File: src/rtl/fir_pkg.sv
// Shared constants for the 3-tap FIR filter slice.
package fir_pkg;
    localparam int unsigned FIR_WIDTH = 8;
    localparam int unsigned FIR_TAPS  = 3;
endpackage

File: src/rtl/fir_tap_mac.sv
// One FIR tap: unsigned WIDTH x WIDTH product at full 2*WIDTH precision.
module fir_tap_mac
    import fir_pkg::*;
#(
    parameter int unsigned WIDTH = FIR_WIDTH
) (
    input  logic [WIDTH-1:0]   w,
    input  logic [WIDTH-1:0]   x,
    output logic [2*WIDTH-1:0] prod_c
);
    localparam int unsigned PW = 2 * WIDTH;

    assign prod_c = PW'(w) * PW'(x);
endmodule

File: src/rtl/fir_filter.sv
// 3-tap direct-form FIR: registered delay line, per-tap multipliers,
// wrapping adder tree and a registered output.
module fir_filter
    import fir_pkg::*;
#(
    parameter int unsigned WIDTH = FIR_WIDTH
) (
    input  logic                 clk,
    input  logic                 rst,
    input  logic [WIDTH-1:0]     fir_in,
    input  logic [WIDTH-1:0]     w_1,
    input  logic [WIDTH-1:0]     w_2,
    input  logic [WIDTH-1:0]     w_3,
    output logic [2*WIDTH-1:0]   fir_out
);
    localparam int unsigned OW = 2 * WIDTH;

    // taps[0] is x1 (newest), taps[FIR_TAPS-1] is x3 (oldest)
    logic [WIDTH-1:0] taps   [FIR_TAPS];
    logic [WIDTH-1:0] coef   [FIR_TAPS];
    logic [OW-1:0]    prod_c [FIR_TAPS];
    logic [OW-1:0]    sum_c;

    assign coef[0] = w_1;
    assign coef[1] = w_2;
    assign coef[2] = w_3;

    for (genvar i = 0; i < FIR_TAPS; i++) begin : g_tap
        fir_tap_mac #(.WIDTH(WIDTH)) u_mac (
            .w      (coef[i]),
            .x      (taps[i]),
            .prod_c (prod_c[i])
        );
    end

    // Sum stays at OW bits so the carry-out is dropped (modular wrap).
    always_comb begin
        sum_c = '0;
        for (int unsigned i = 0; i < FIR_TAPS; i++) begin
            sum_c = sum_c + prod_c[i];
        end
    end

    always_ff @(posedge clk or posedge rst) begin
        if (rst) begin
            for (int unsigned i = 0; i < FIR_TAPS; i++) begin
                taps[i] <= '0;
            end
            fir_out <= '0;
        end else begin
            taps[0] <= fir_in;
            for (int unsigned i = 1; i < FIR_TAPS; i++) begin
                taps[i] <= taps[i-1];
            end
            fir_out <= sum_c;
        end
    end
endmodule

File: config.mk
export PLATFORM = sky130hd
export DESIGN_NAME = fir_filter
export DESIGN_NICKNAME = d
export VERILOG_FILES = /design/src/rtl/fir_pkg.sv /design/src/rtl/fir_tap_mac.sv /design/src/rtl/fir_filter.sv
export SDC_FILE = /design/constraint.sdc
export NUM_CORES = 1
export LEC_CHECK = 0
export BUFFER_PORTS_ARGS = -buffer_cell sky130_fd_sc_hd__buf_2
export CORE_MARGIN = 10
export CORE_UTILIZATION = 35
export DETAILED_ROUTE_END_ITERATION = 8
export REMOVE_ABC_BUFFERS = 1
export SLEW_MARGIN = 20
export SYNTH_ARGS = -nofsm -noshare
export SYNTH_HDL_FRONTEND = slang
export SYNTH_HIERARCHICAL = 1
export SYNTH_SLANG_ARGS = --single-unit
File: constraint.sdc
create_clock -name clk -period 5.9 [get_ports clk]
set_clock_uncertainty 0.2 [all_clocks]
set_input_delay 1.18 -clock clk [delete_from_list [all_inputs] [get_ports clk]]
set_output_delay 1.18 -clock clk [all_outputs]
set_load 0.005 [all_outputs]
Yosys cells after proc, flatten, opt, wreduce, memory -nomap -nowiden
Cells that the tools add are included.

operators by class
  add/subtract/negate cells = 2
  multiply operators = 3

operators by type and width
  cell                        number
  multiplier 8 x 8 -> 16 bit  3
  adder 16 bit                2

storage, ports and cells
  register bits = 40
  output and inout port bits = 16

Longest topological paths before layout
Gate-level depths: netlist of run 1.

  word-level depth = 3
  depth in mapped cells = 22
  gate-level depth less buffers = 22

Hierarchy
The synthesis of run 1 kept the hierarchy.

by module, submodules not included
  module                        instances  cells an instance  area each (um^2)
  fir_tap_mac (g_tap[1].u_mac)  1          243                2129.5
  fir_tap_mac (g_tap[2].u_mac)  1          243                2125.8
  fir_tap_mac (g_tap[0].u_mac)  1          243                2124.5
  fir_filter                    1          147                1988.2

Worst setup path before layout of run 1
OpenSTA, ideal clock, no wires.

  path kind = input port to flip-flop
  start point = in w_1[1]
  end point = reg fir_out[13]
  arrival time = 6.173 ns
  required time = 5.572 ns
  slack = -0.600 ns
  cell stages on the path = 20
  buffers on the path = 0
  cell sequence = and2_1 -> fa_1 -> fa_1 -> inv_1 -> fa_1 -> fa_1 -> inv_1 -> ha_1 -> nand2_1 -> nor2_2 -> a211o_2 -> a21oi_1 -> xnor2_1 -> fa_1 -> ha_1 -> a21oi_1 -> nor2_1 -> a2111oi_4 -> o21bai_1 -> xor2_1

RTL lines
  item                  RTL line          RTL
  from (decl)           fir_filter.sv:11  input logic [WIDTH-1:0] w_1,
  to (signal assigned)  fir_filter.sv:55  fir_out <= sum_c;
  to (decl)             fir_filter.sv:14  output logic [2*WIDTH-1:0] fir_out

==> flow_summary.toml, run 1 <==
[sta]
tns_ns = -1.48
min_period_ns = 6.23
finalSetupViolCount = 6
drv_slew = 0
max_slew_margin_pct = 38.5
hold_slack_ns = 0.275
period_share_pct = 106
grt_setup_unrepaired = "true"
max_freq_ghz = 0.161
setup_ws_ns = -0.326
hold_violations = 0
tightestPinTransition_ns = 0.921

[route]
vias = 6508
drt_pass1_iterations = 4
vias_per_cell = 4.62
wl_per_cell_microns = 14.2
drc = 0
drt-initial-drc-count = 229
wl_microns = 20000
ant_nets = 0

[worst_setup_path]
required_ns = 5.92
worstSetupStartpoint = "w_1[5]"
cp.arrival_ns = 6.24
path_class = "primary input to register"
cp_max_fo = 4
cp-end-kind = "register"
timing.rr.start = "taps[11]"
start_kind = "primary input"

[synthesis]
syn_area_per_cell_sq_um = 9.55
synth_edf_count = 0
synthTopCellsByArea = "fa_1, ha_1, dfrtp_1, and2_1, inv_1"
yosysWarnings = 6
netlist.area_leader.share_pct = 29.7
async_flop_share_pct = 100
yosys_most_used_dff = "dfrtp_1"
synth_cells = 876
synth_top_cell_by_area = "fa_1"
synth_common_cells = "inv_1, and2_1, fa_1"
ys_types = 41
synth_seq_cells = 40
netlist_area_sq_um = 8370
yosysMostFrequentCell = "inv_1"
seq_area_frac_synth_pct = 12.0

[final_layout]
syn_to_final_growth_pct = 33.4
fin_util_pct = 47.6
regArea_sq_um = 1000
fin_nets = 1369
fillers = 2245
num_antenna_cells = 0
multi_input_area_sq_um = 7520
layout-drive-gt1-share_pct = 31.5

[worst_hold_path]
min_from = "taps[21]"
min_path_type = "register to register"

[clocking]
clkLatencyLatePin_ns = 0.29
ctsHoldBuffers = 0
clk_pin_slew_ns = 0.06
numClockSinks = 40
ctsHtreeMaxLevel = 2
clk_path_buf_depth = 2
cts_root_buf = "clkbuf_16"
cts_buffers = 5
cts_tree = "done"

[floorplanning]
core-area_sq_um = 23500
ios = 50
die_area_sq_um = 30500
dieHeight_microns = 175
initial_core_util_pct = 35.7
fp-row-count = 56
fp.dieW_microns = 175

[placement]
dp_hpwl_microns = 16800
portBuffers = 49
gp_congestion = 0.864

[run_status]
violations = "setup timing"
status = "complete, but fails checks"

[run]
maxCapViolations = 0

[global_routing]
grt_pass1_vias = 6933
antenna_found_initial = 0
grt_use_total_pct = 13.3
grt_overflow = 0
grt_max_degree = 41
grt_first_pass_wirelength_microns = 34000
[through the flow]
stage	setup WS, ns	area (sq um)	std cells
4_1_cts	-0.329	10800	1404
3_5_place_dp	-0.906	10100	1393
5_1_grt	-0.519	11200	1408
6_report	-0.326	11200	1408
2_1_floorplan	-0.600	8370	876
3_3_place_gp	-0.827	10100	1393
[sequential cells by signal, summed over array words and instances, names as in the netlist]
name     flops
fir_out     16
taps        24
[critical path: stages]
cell and delay (ns):
buf_2 0.11, and2_4 0.16, fa_1 0.56, inv_2 0.05, fa_1 0.50, inv_1 0.05, fa_1 0.47, inv_1 0.05
fa_1 0.49, inv_2 0.05, ha_4 0.22, a21o_1 0.19, a21oi_4 0.16, nand2_4 0.09, xor2_2 0.19, fa_1 0.51
ha_4 0.32, nand4_1 0.13, a311oi_2 0.35, a2111oi_4 0.10, o21bai_1 0.17, xor2_1 0.16
[layout by cell type (no fill, tap or decap), types with 4 or more instances in the layout]
cell type	n
inv_1	151
a21oi_4	10
buf_6	7
buf_2	46
nand2_2	7
and3_1	9
xor2_1	10
nor3_1	6
inv_2	9
nor2_1	22
o21a_1	13
xnor2_1	18
nor2_2	4
fa_1	119
buf_4	152
o211ai_2	4
o21ai_2	7
xnor2_2	14
nand3_1	6
clkbuf_16	5
a21oi_1	8
a21o_1	9
a21oi_2	9
fa_2	5
nor2b_4	4
xor2_2	5
and2_1	140
ha_4	21
a211o_1	7
and2_4	7
nand2_1	61
ha_1	100
dfrtp_1	40
[cell families (layout without fill, tap and decap cells)]
kind of cell	Yosys count	in the layout	synth area share, %
simple gates	284	284	18.9
fa+ha+maj	246	246	47.9
buf+inv	160	373	7.18
compound gates	98	98	9.05
xor+xnor	48	48	5.02
flops	40	40	12.0
[layer usage]
metal / vias up / GRT usage, % / part of all wire (%)
met5: - / 0 / 0
met4: 0 / 1.94 / 0.73
met3: 14 / 2.11 / 2.5
met2: 77 / 22.5 / 50
met1: 3207 / 17.9 / 47
li1: 3210 / - / -
[timing repair]
action / CTS / global route
setup buffers: 4 / 5
gates resized for setup: 69 / 64
pin swaps: 63 / 49
cloned: 0 / 0
setup endpoints to repair: 10 / 10
[path summary, 6_finish.rpt]
check	slack, ns	end	cells after the start
max	-0.33	fir_out[13]	22
min	0.27	taps[13]	0
max reg2reg	0.09	fir_out[15]	22
min reg2reg	0.27	taps[13]	0
max in group asynchronous	4.03	fir_out[6]	2
min in group asynchronous	0.89	taps[18]	2
[final cells by class]
class                      instances  area share, %
multi-input combinational        676           67.3
clock buffer                       5           1.12
tap                              319           3.57
timing repair buffer             206           13.1
sequential                        40           8.96
inverter                         160           5.38
clock inverter                     2          0.538
Power of run 1 is not shown: default switching activity piles up to over one toggle a cycle in this logic, so the estimate is an artifact.
==> run 2: changes to the inputs <==
==> constraint.sdc (replaced) <==
create_clock -name clk -period 6.16 [get_ports clk]
set_clock_uncertainty 0.2 [all_clocks]
set_input_delay 1.232 -clock clk [delete_from_list [all_inputs] [get_ports clk]]
set_output_delay 1.232 -clock clk [all_outputs]
set_load 0.005 [all_outputs]
==> run 2 against run 1 <==
Effect of this change: the run still ends with setup timing left; final area is 4.3% lower; worst setup slack better by 0.080 ns; routed wire length is 3.4% lower; first-iteration DRC count is 0.44% lower; hold slack better by 0.030 ns; sequential cell count stayed put; critical path depth is 1 higher; via count is 1.9% lower; sequential share of layout area is 0.40 points higher; utilization is 2.1 points lower; non-clock buffer count is 19 lower; critical path type unchanged; largest cell class unchanged; highest routed layer unchanged.
==> flow_summary.toml, run 2 (synthesis results as in run 1) <==
[final_layout]
num_antenna_cells = 0
largest_reg_flops = 24
syn_to_final_growth_pct = 27.7
fillers = 2281
finalNonFillerCells = 1390
largest-register = "taps"
largest_registers = "taps x24, fir_out x16"
layout-drive-gt1-share_pct = 27.7
final_cell_area_sq_um = 10700
final_common_cell = "inv_1"
fin_nets = 1350
mostFrequentLayoutCells = "inv_1, and2_1, buf_4, fa_1, ha_1"

[clocking]
clkLatencyLatePin_ns = 0.30
cts_buffers = 5
clk_path_buf_depth = 2
clk_pin_slew_ns = 0.06
cts_root_buf = "clkbuf_16"
cts_tree = "done"
numClockSinks = 40
ctsHtreeMaxLevel = 2

[placement]
portBuffers = 49
dp.cells = 1377
dp_hpwl_microns = 16300
place_area_sq_um = 10000
gp_congestion = 0.841

[worst_setup_path]
cp-end-kind = "register"
worst-path-buf-inv = 6
start_kind = "primary input"
slowest_stage = "fa_1"
rrSetupSlack_ns = 0.21
worstSetupStartpoint = "w_2[5]"
cp_max_fo = 4
cp_top_family = "adder cells"
slowest_delay_ns = 0.55
cp_cell_sequence = "buf_6 -> and2_4 -> fa_1 -> inv_2 -> fa_1 -> inv_1 -> fa_1 -> inv_1 -> fa_1 -> inv_2 -> ha_4 -> o21a_1 -> o21ai_2 -> a21oi_2 -> xor2_1 -> buf_4 -> fa_1 -> ha_4 -> nand4_1 -> a311oi_2 -> a2111oi_4 -> o21bai_1 -> xor2_1"
cp.arrival_ns = 6.43
required_ns = 6.18
rr_endpoint = "fir_out[13]"
path_class = "primary input to register"
cp.depth = 23
critPathCapture = "fir_out[13]"
cpMostUsedCell = "fa_1"
timing.rr.start = "taps[11]"
reg2reg_depth = 22

[sta]
tns_ns = -0.953
max_slew_margin_pct = 39.2
finalSetupViolCount = 6
setup_ws_ns = -0.246
hold_violations = 0
drv_slew = 0
tightestPinTransition_ns = 0.913
min_period_ns = 6.41
period_share_pct = 104
max_freq_ghz = 0.156
grt_setup_unrepaired = "true"

[route]
drt-initial-drc-count = 228
wl_microns = 19300
wl_per_cell_microns = 13.9
drt_pass1_iterations = 4
ant_nets = 0
vias_per_cell = 4.59
drc = 0
vias = 6386

[floorplanning]
ios = 50
core-area_sq_um = 23500
dieHeight_microns = 175
fp-row-count = 56
initial_core_util_pct = 35.7
fp.dieW_microns = 175
die_area_sq_um = 30500

[run_status]
status = "complete, but fails checks"
violations = "setup timing"

[global_routing]
grt_overflow = 0
grt_use_total_pct = 13.0
grt_first_pass_wirelength_microns = 32900
antenna_found_initial = 0
grt_max_degree = 41
grt_pass1_vias = 6732

[run]
maxCapViolations = 0

[worst_hold_path]
min_path_type = "register to register"
[run 2: cell types whose count changed in the layout (fill, tap and decap cells not counted), moves of 5 or more]
cell     delta
a21oi_4     -8
ha_1        +7
ha_4        -8
xnor2_1    +10
xnor2_2     -9
buf_4      -23
buf_6       +6
a21oi_1     +5
[run 2: layer usage]
metal / track usage, % / up-vias / wire, microns
met2: 22.0 / 67 / 9430
met3: 2.09 / 10 / 495
met5: 0 / - / 0
met1: 17.6 / 3133 / 9250
met4: 1.91 / 0 / 140
li1: - / 3176 / -
[run 2: area by class of cell]
type                            instances  area (sq um)  share of cell area, %
Tap cell                              319           399                   3.74
Multi-Input combinational cell        676          7200                   67.4
Clock buffer                            5           125                   1.17
Inverter                              160           601                   5.62
Clock inverter                          3          18.8                  0.176
Sequential cell                        40          1000                   9.37
Timing Repair Buffer                  187          1340                   12.5
[run 2: repair_timing]
action                                  in CTS  in global routing
endpoints found under the setup margin       6                  7
resized for setup                           53                 45
hold buffers                                 0                  0
buffers inserted                             2                  5
pin swaps                                   46                 32
endpoints found under the hold margin        0                  0
[run 2: worst register-to-register path, stage by stage (launching register included)]
cell,delay (ns)
dfrtp_1,0.50
and2_4,0.23
fa_1,0.52
inv_2,0.04
fa_1,0.53
inv_1,0.05
fa_1,0.48
inv_1,0.05
fa_1,0.49
inv_2,0.05
ha_4,0.27
o21a_1,0.17
o21ai_2,0.07
a21oi_2,0.14
xor2_1,0.23
buf_4,0.16
fa_1,0.46
ha_4,0.29
nand4_1,0.12
a311oi_2,0.39
a2111oi_4,0.10
o21bai_1,0.18
xor2_1,0.16
[run 2: worst min-delay path by stage]
stage / from / endpoint / slack, ns / cells after the start
after floorplan: taps[9] / taps[1] / 0.23 / 0
after global placement: taps[20] / taps[12] / 0.29 / 0
after detailed placement: taps[20] / taps[12] / 0.30 / 0
after CTS: taps[20] / taps[12] / 0.31 / 0
after global routing: taps[20] / taps[12] / 0.33 / 0
final: taps[20] / taps[12] / 0.30 / 0
[run 2: stage by stage]
step                      setup slack [ns]  utilization [%]  hold WS (ns)
after detailed placement            -0.665             42.6         0.298
final                               -0.246             45.5         0.304
after global placement              -0.633             42.6         0.294
after CTS                           -0.205             44.5         0.311
after global routing                -0.478             45.5         0.332
after floorplan                     -0.392                -         0.231
Power of run 2 is left out for the same reason.
